### config.mk
export PLATFORM = sky130hd
export DESIGN_NAME = instr_fetch_unit_flat
export DESIGN_NICKNAME = d
export VERILOG_FILES = /design/src/rtl/instr_fetch_unit_pkg.sv /design/src/rtl/instr_fetch_unit_if.sv /design/src/rtl/instr_fetch_unit_next_pc_sel.sv /design/src/rtl/instr_fetch_unit.sv /design/src/flat_wrapper.sv
export SDC_FILE = /design/constraint.sdc
export NUM_CORES = 1
export LEC_CHECK = 0
export ABC_AREA = 0
export CORE_MARGIN = 3
export CORE_UTILIZATION = 50
export CTS_CLUSTER_DIAMETER = 100
export CTS_CLUSTER_SIZE = 16
export DETAILED_ROUTE_END_ITERATION = 10
export DONT_BUFFER_PORTS = 1
export GPL_ROUTABILITY_DRIVEN = 0
export PLACE_DENSITY_LB_ADDON = 0.1
export SLEW_MARGIN = 20
export SYNTH_ARGS = -nofsm -noshare
export SYNTH_HDL_FRONTEND = slang
export SYNTH_HIERARCHICAL = 1
export SYNTH_SLANG_ARGS = --single-unit
### constraint.sdc
create_clock -name clock -period 2.23 [get_ports clock]
set_clock_uncertainty 0.1 [all_clocks]
set_input_delay 0.446 -clock clock [delete_from_list [all_inputs] [get_ports clock]]
set_output_delay 0.446 -clock clock [all_outputs]
set_load 0.005 [all_outputs]
### src/rtl/instr_fetch_unit_pkg.sv
// Shared widths, opcode constants and fetch FSM encoding for the fetch/decode slice.
// Imported by the fetch unit, its next-pc selector, the bus interface and benches.
package instr_fetch_unit_pkg;

    localparam int PC_W    = 8;
    localparam int INSTR_W = 32;

    localparam logic [5:0] OP_BEQ = 6'b000100;
    localparam logic [5:0] OP_BNE = 6'b000101;
    localparam logic [5:0] OP_J   = 6'b000010;

    typedef enum logic [0:0] {
        RUN    = 1'b0,
        HALTED = 1'b1
    } fetch_state_e;

endpackage

### src/rtl/instr_fetch_unit_if.sv
// Fetch-unit bus: ROM address/data, redirect/stall controls from execute, IF/ID outputs.
// master = fetch unit, slave = ROM plus pipeline environment.
interface instr_fetch_unit_if;
    import instr_fetch_unit_pkg::*;

    logic [PC_W-1:0]    imem_addr;
    logic [INSTR_W-1:0] imem_data;
    logic               stall;
    logic               branch_taken;
    logic [PC_W-1:0]    branch_base;
    logic [15:0]        branch_offset;
    logic               jump;
    logic [25:0]        jump_target;
    logic               fetch_valid;
    logic [INSTR_W-1:0] fetch_instr;
    logic [PC_W-1:0]    fetch_pc;
    logic [PC_W-1:0]    fetch_pc_plus1;
    logic               halted;

    modport master (
        output imem_addr, fetch_valid, fetch_instr, fetch_pc, fetch_pc_plus1, halted,
        input  imem_data, stall, branch_taken, branch_base, branch_offset, jump, jump_target
    );

    modport slave (
        input  imem_addr, fetch_valid, fetch_instr, fetch_pc, fetch_pc_plus1, halted,
        output imem_data, stall, branch_taken, branch_base, branch_offset, jump, jump_target
    );

endinterface

### src/rtl/instr_fetch_unit_next_pc_sel.sv
// Combinational next-pc priority mux (jump > branch > stall > pc+1) with mod-256 branch adder.
// Zero latency; o_redirect flags a jump or taken branch so the caller can flush IF/ID.
module next_pc_sel
    import instr_fetch_unit_pkg::*;
(
    input  logic [PC_W-1:0] i_pc,
    input  logic            i_stall,
    input  logic            i_jump,
    input  logic [PC_W-1:0] i_jump_target,
    input  logic            i_branch_taken,
    input  logic [PC_W-1:0] i_branch_base,
    input  logic [PC_W-1:0] i_branch_offset,
    output logic [PC_W-1:0] o_next_pc,
    output logic            o_redirect
);

    logic [PC_W-1:0] w_branch_target;

    // Only the low offset byte matters: the sum wraps at the 8-bit pc width anyway.
    assign w_branch_target = i_branch_base + i_branch_offset;
    assign o_redirect      = i_jump | i_branch_taken;

    always_comb begin
        o_next_pc = i_pc + 8'd1;
        if (i_jump)
            o_next_pc = i_jump_target;
        else if (i_branch_taken)
            o_next_pc = w_branch_target;
        else if (i_stall)
            o_next_pc = i_pc;
    end

endmodule

### src/rtl/instr_fetch_unit.sv
// Instruction fetch: pc register, IF/ID register (one-edge ROM-to-decode latency), zero-run halt.
// Stall holds pc and IF/ID; a redirect overrides stall and inserts exactly one bubble.
module instr_fetch_unit
    import instr_fetch_unit_pkg::*;
#(
    parameter logic [PC_W-1:0] RESET_PC = 8'd0,
    parameter int unsigned     ZERO_RUN = 4
) (
    input  logic                  clock,
    input  logic                  reset_n,
    instr_fetch_unit_if.master    bus
);

    localparam logic [0:0] ST_RUN    = 1'(RUN);
    localparam logic [0:0] ST_HALTED = 1'(HALTED);
    localparam logic [7:0] ZR        = 8'(ZERO_RUN);

    logic [0:0]         r_state;
    logic [PC_W-1:0]    r_pc;
    logic               r_valid;
    logic [INSTR_W-1:0] r_instr;
    logic [PC_W-1:0]    r_fetch_pc;
    logic [PC_W-1:0]    r_fetch_pc_plus1;
    logic [7:0]         r_zero_cnt;

    logic [PC_W-1:0]    w_next_pc;
    logic               w_redirect;
    logic               w_zero_word;
    logic               w_run_done;
    logic               w_unused;

    assign w_unused = &{1'b0, bus.jump_target[25:PC_W], bus.branch_offset[15:PC_W]};

    next_pc_sel u_next_pc_sel (
        .i_pc            (r_pc),
        .i_stall         (bus.stall),
        .i_jump          (bus.jump),
        .i_jump_target   (bus.jump_target[PC_W-1:0]),
        .i_branch_taken  (bus.branch_taken),
        .i_branch_base   (bus.branch_base),
        .i_branch_offset (bus.branch_offset[PC_W-1:0]),
        .o_next_pc       (w_next_pc),
        .o_redirect      (w_redirect)
    );

    assign w_zero_word = (bus.imem_data == '0);
    // The word completing the run is swallowed: it halts fetch instead of loading IF/ID.
    assign w_run_done  = (ZR != 8'd0) && w_zero_word && ((r_zero_cnt + 8'd1) == ZR);

    always_ff @(posedge clock or negedge reset_n) begin
        if (!reset_n) begin
            r_state          <= ST_RUN;
            r_pc             <= RESET_PC;
            r_valid          <= 1'b0;
            r_instr          <= '0;
            r_fetch_pc       <= '0;
            r_fetch_pc_plus1 <= '0;
            r_zero_cnt       <= 8'd0;
        end else if (r_state == ST_RUN) begin
            if (w_redirect) begin
                r_pc    <= w_next_pc;
                r_valid <= 1'b0;
                r_instr <= '0;
            end else if (!bus.stall) begin
                if (w_run_done) begin
                    r_state    <= ST_HALTED;
                    r_valid    <= 1'b0;
                    r_instr    <= '0;
                    r_zero_cnt <= ZR;
                end else begin
                    r_pc             <= w_next_pc;
                    r_valid          <= 1'b1;
                    r_instr          <= bus.imem_data;
                    r_fetch_pc       <= r_pc;
                    r_fetch_pc_plus1 <= r_pc + 8'd1;
                    if (!w_zero_word)
                        r_zero_cnt <= 8'd0;
                    else if (r_zero_cnt < ZR)
                        r_zero_cnt <= r_zero_cnt + 8'd1;
                end
            end
        end
    end

    assign bus.imem_addr      = r_pc;
    assign bus.fetch_valid    = r_valid;
    assign bus.fetch_instr    = r_instr;
    assign bus.fetch_pc       = r_fetch_pc;
    assign bus.fetch_pc_plus1 = r_fetch_pc_plus1;
    assign bus.halted         = (r_state == ST_HALTED);

endmodule

### src/flat_wrapper.sv
// flat-port wrapper written by rule: the top's interface ports become plain ports
module instr_fetch_unit_flat import instr_fetch_unit_pkg::*;
#(
    parameter logic [PC_W-1:0] RESET_PC = 8'd0,
    parameter int unsigned     ZERO_RUN = 4
)
  (clock, reset_n, bus_imem_addr, bus_fetch_valid, bus_fetch_instr, bus_fetch_pc, bus_fetch_pc_plus1, bus_halted, bus_imem_data, bus_stall, bus_branch_taken, bus_branch_base, bus_branch_offset, bus_jump, bus_jump_target);
  instr_fetch_unit_if bus_i ();
  input  logic clock;
  input  logic reset_n;
  output wire logic [$bits(bus_i.imem_addr)-1:0] bus_imem_addr;
  output wire logic [$bits(bus_i.fetch_valid)-1:0] bus_fetch_valid;
  output wire logic [$bits(bus_i.fetch_instr)-1:0] bus_fetch_instr;
  output wire logic [$bits(bus_i.fetch_pc)-1:0] bus_fetch_pc;
  output wire logic [$bits(bus_i.fetch_pc_plus1)-1:0] bus_fetch_pc_plus1;
  output wire logic [$bits(bus_i.halted)-1:0] bus_halted;
  input wire logic [$bits(bus_i.imem_data)-1:0] bus_imem_data;
  input wire logic [$bits(bus_i.stall)-1:0] bus_stall;
  input wire logic [$bits(bus_i.branch_taken)-1:0] bus_branch_taken;
  input wire logic [$bits(bus_i.branch_base)-1:0] bus_branch_base;
  input wire logic [$bits(bus_i.branch_offset)-1:0] bus_branch_offset;
  input wire logic [$bits(bus_i.jump)-1:0] bus_jump;
  input wire logic [$bits(bus_i.jump_target)-1:0] bus_jump_target;
  assign bus_imem_addr = bus_i.imem_addr;
  assign bus_fetch_valid = bus_i.fetch_valid;
  assign bus_fetch_instr = bus_i.fetch_instr;
  assign bus_fetch_pc = bus_i.fetch_pc;
  assign bus_fetch_pc_plus1 = bus_i.fetch_pc_plus1;
  assign bus_halted = bus_i.halted;
  assign bus_i.imem_data = bus_imem_data;
  assign bus_i.stall = bus_stall;
  assign bus_i.branch_taken = bus_branch_taken;
  assign bus_i.branch_base = bus_branch_base;
  assign bus_i.branch_offset = bus_branch_offset;
  assign bus_i.jump = bus_jump;
  assign bus_i.jump_target = bus_jump_target;
  instr_fetch_unit #(.RESET_PC(RESET_PC), .ZERO_RUN(ZERO_RUN)) u_core (.clock(clock), .reset_n(reset_n), .bus(bus_i));
endmodule
==> summary.txt <==
Logic synthesis
  – Sequential area share after synthesis: between 40% and 50%
  – Top cells by area, synth: dfrtp_1 (49%), a22o_1 (8.3%), mux2_2 (5.3%), ha_1 (4.1%), mux2_4 (3.1%)
  – Synth Warn #: 6
  – Syn Std Cell Area: around 3400 µm²
  – Yosys top cell by area: dfrtp_1
  – Asr flop ratio synth: 100%
  – FF+latch count, synth: 66
  – Synth Instances: 293
  – Synth cell count leaders: dfrtp_1 (66), a22o_1 (32), mux2_2 (16)
  – Syn Area/Cell: between 10 and 15 µm²
  – Number of flops mapped to enable cells by yosys: 0
  – Count leader, synth: dfrtp_1
  – Synth Net Count: roughly 400
  – Ys flop type: dfrtp_1
  – Area share of the largest cell type after synthesis: between 40 and 50%
  – Netlist cell types: 49

Setup path
  – Number of cells on the critical path: 7
  – Crit path kind: reg -> reg
  – Required time worst endpoint: about 2400 ps
  – Worst-path cell chain: ha_2, xor2_1, nand3_1, nor4_4, buf_4, a31oi_4, mux2_4
  – Setup crit start: u_core/r_zero_cnt[1]
  – Crit start category: flop
  – CP peak stage delay: approximately 440 ps
  – Worst Path Arrival: 2320 ps
  – CP endpoint: u_core/bus.imem_addr[3]
  – R2r setup slk: about 40 ps
  – Worst R2R Path Depth: 7
  – Worst path buffer plus inverter count: 1
  – Reg2reg start: u_core/r_zero_cnt[1]
  – CP Max Fanout: 8
  – Family with the most delay on the worst path: simple AND/OR/NAND/NOR gates
  – CP Capture Type: flop
  – Slowest CP cell: dfrtp_1
  – R2R Path End: u_core/bus.imem_addr[3]

Placed design
  – Cell count after placement: about 380
  – Number of port buffers: 0
  – Post-Place Setup Slack: -43.9 ps
  – DP HPWL: approximately 5.3 mm

Final layout
  – # fillers: between 500 and 600
  – Ant diodes: 0
  – Area of the multi-input gates: 1670 µm²
  – Final Util: roughly three fifths
  – # nets final: 417
  – Reg area: 1650 µm²
  – Area growth syn-to-layout: 14.1%
  – Ratio of cells with drive above 1 in the final layout: roughly 22%
  – Cell Count, Final, Fillers Out: 400

Die
  – Area of the core: around 6500 µm²
  – Site row count: 29
  – Die Y: between 80 and 90 µm
  – Die width: about 88 µm
  – Initial Util: around 52%
  – Io pins: ~150
  – Die area: 7790 µm²

Routing
  – Total wire length: around 7.6 mm
  – Post-detailed-route count of antenna-violating nets: 0
  – Drt first pass iters: 5
  – Post-detailed-route wirelength per cell: around 19 µm
  – Vias per cell: 6.15
  – Post-route DRC: 0
  – Vias: between 2000 and 2500
  – 1st-iter DRT viols: 144

STA
  – Final Setup Violations: 0
  – Slew Viols, Final: 0
  – Worst slew margin: 56.0%
  – Hold Vio Cnt, Final: 0
  – Max frequency: around 460 MHz
  – RSZ-0062 raised after global routing: true
  – Worst Slack Setup Final: just under 40 ps
  – Worst Max-Slew Pin Slew: ~660 ps
  – Min Tclk post-route: 2190 ps
  – Period utilisation layout: between 90% and 100%

Power and ir drop
  – Worst vdd ir: 0.315 mV
  – NetSw: about 0.8 mW
  – Sequential fraction of design power: between 50% and 60%
  – LEAKAGE: 1.76 nW
  – Internal power: 2.05 mW
  – Sw frac: around 28%
  – Pwr Density: between 700 and 800 nW/µm²
  – Comb pwr share: between 15 and 20%
  – Clock power frac: 32.8%

GRT
  – Largest net degree at the start of global routing: 67
  – GR Util met2: between 20% and 30%
  – Initial antenna violation count: 0
  – Gr ovfl total: 0
  – Met1 Use GR: 27.3%
  – First-pass GRT wire length: approximately 12 mm
  – GR Util met3: about a tenth
  – All-layer global routing usage: around a fifth
  – Grt peak-use layer: met2
  – Vias in the first global route: around 2400

Clock network
  – Latest clock arrival within the worst-skew pair: between 300 and 400 ps
  – CTS clk-pin slew, worst paths: 70 ps
  – CTS H-tree lvls: 3
  – Clock Sink Count: between 60 and 70
  – TritonCTS buffer count: 9
  – CTS tree: built
  – Clock Tree Root: clkbuf_8
  – Max Root-Sink Buffers: 2

Run
  – Max_cap viols: 0

Run status
  – Outcome: finished clean

Worst hold path
  – Worst hold path type: in -> reg
[how the worst min path moves through the flow]
stage | start | to | slack (ps) | depth (start not counted)
2_1_floorplan | reset_n | u_core/bus.fetch_instr[0] | 50 | 0
3_3_place_gp | reset_n | u_core/bus.fetch_pc[5] | 50 | 0
3_5_place_dp | reset_n | u_core/bus.fetch_pc[5] | 50 | 0
4_1_cts | bus_imem_data[14] | u_core/bus.fetch_instr[14] | 120 | 1
5_1_grt | bus_imem_data[19] | u_core/bus.fetch_instr[19] | 100 | 1
6_report | bus_imem_data[12] | u_core/bus.fetch_instr[12] | 140 | 1
[repair_timing]
item                                    in CTS  in global routing
buffers inserted                             1                  5
resized for setup                            1                  4
endpoints found under the hold margin       66                  0
hold buffers                                 2                  0
pin swaps                                    2                  5
endpoints found under the setup margin      15                 31
[through the flow]
stage / TNS (ps) / area [µm²] / power [mW] / hold slack (ps)
2_1_floorplan: 0 / 3380 / 1.78 / 50.4
3_3_place_gp: -30.8 / 3560 / 1.89 / 51.9
3_5_place_dp: -274 / 3560 / 1.91 / 52.3
4_1_cts: 0 / 3800 / 2.88 / 118
5_1_grt: -1270 / 3860 / 3.03 / 104
6_report: 0 / 3860 / 2.85 / 139
[layout by cell type, fill, tap and decap left out, types with 4 or more instances in the layout]
cell type  count
nor2b_1        8
dfrtp_1       66
nand4_1        6
nor3_1         4
a22o_1        32
nor4_1        10
buf_4         24
o21ai_0        8
o31a_1         4
inv_1         10
xnor2_1        7
nand2_1       12
o21a_1         4
a31oi_1        4
mux2_2        15
a21oi_1        7
ha_1          10
nor2_1         9
clkbuf_8      11
a21o_1         5
nand3_1        6
xor2_1         6
mux2_4         8
[area by class of cell]
cell class / instances / area share, %
clock buffer: 11 / 3.92
clock inverter: 5 / 0.972
inverter: 11 / 1.07
multi-input combinational: 204 / 43.1
sequential: 66 / 42.8
tap: 77 / 2.49
timing repair buffer: 26 / 5.64
[per-layer routing]
metal  vias to the layer above  routed length [µm]  part of all wire [%]
met5                         -                   0                     0
met4                         0                  49                  0.64
met3                         6                 606                   7.9
met2                       106                3480                    46
met1                      1186                3510                    46
li1                       1163                   -                     -
[power groups by stage]
stage                     Sequential, mW  Combinational [mW]  Clock [mW]
after global routing                1.46               0.529        1.03
after floorplan                     1.45               0.324           0
after CTS                           1.44               0.476       0.964
after global placement              1.46               0.431           0
after detailed placement            1.46               0.443           0
final                               1.44               0.478       0.935
[flip-flops by register name, indices dropped and copies added, names as in the netlist]
signal                     cells
u_core/bus.fetch_instr        32
u_core/bus.fetch_pc            8
u_core/bus.fetch_pc_plus1      8
u_core/bus.fetch_valid         1
u_core/bus.halted              1
u_core/bus.imem_addr           8
u_core/r_zero_cnt              8
[cell families (layout without fill, tap and decap cells)]
logic type / Yosys count / after routing / share of synthesized area (%)
AOI/OAI and AO/OA: 81 / 81 / 19.0
and+or+nand+nor: 72 / 72 / 12.0
DFF: 66 / 66 / 48.8
muxes: 26 / 26 / 9.32
buffers and inverters: 23 / 53 / 2.88
xor gates and xnor gates: 13 / 13 / 3.36
adders and majority gates: 12 / 12 / 4.66
Note: power is estimated with default switching activity, not from simulation.
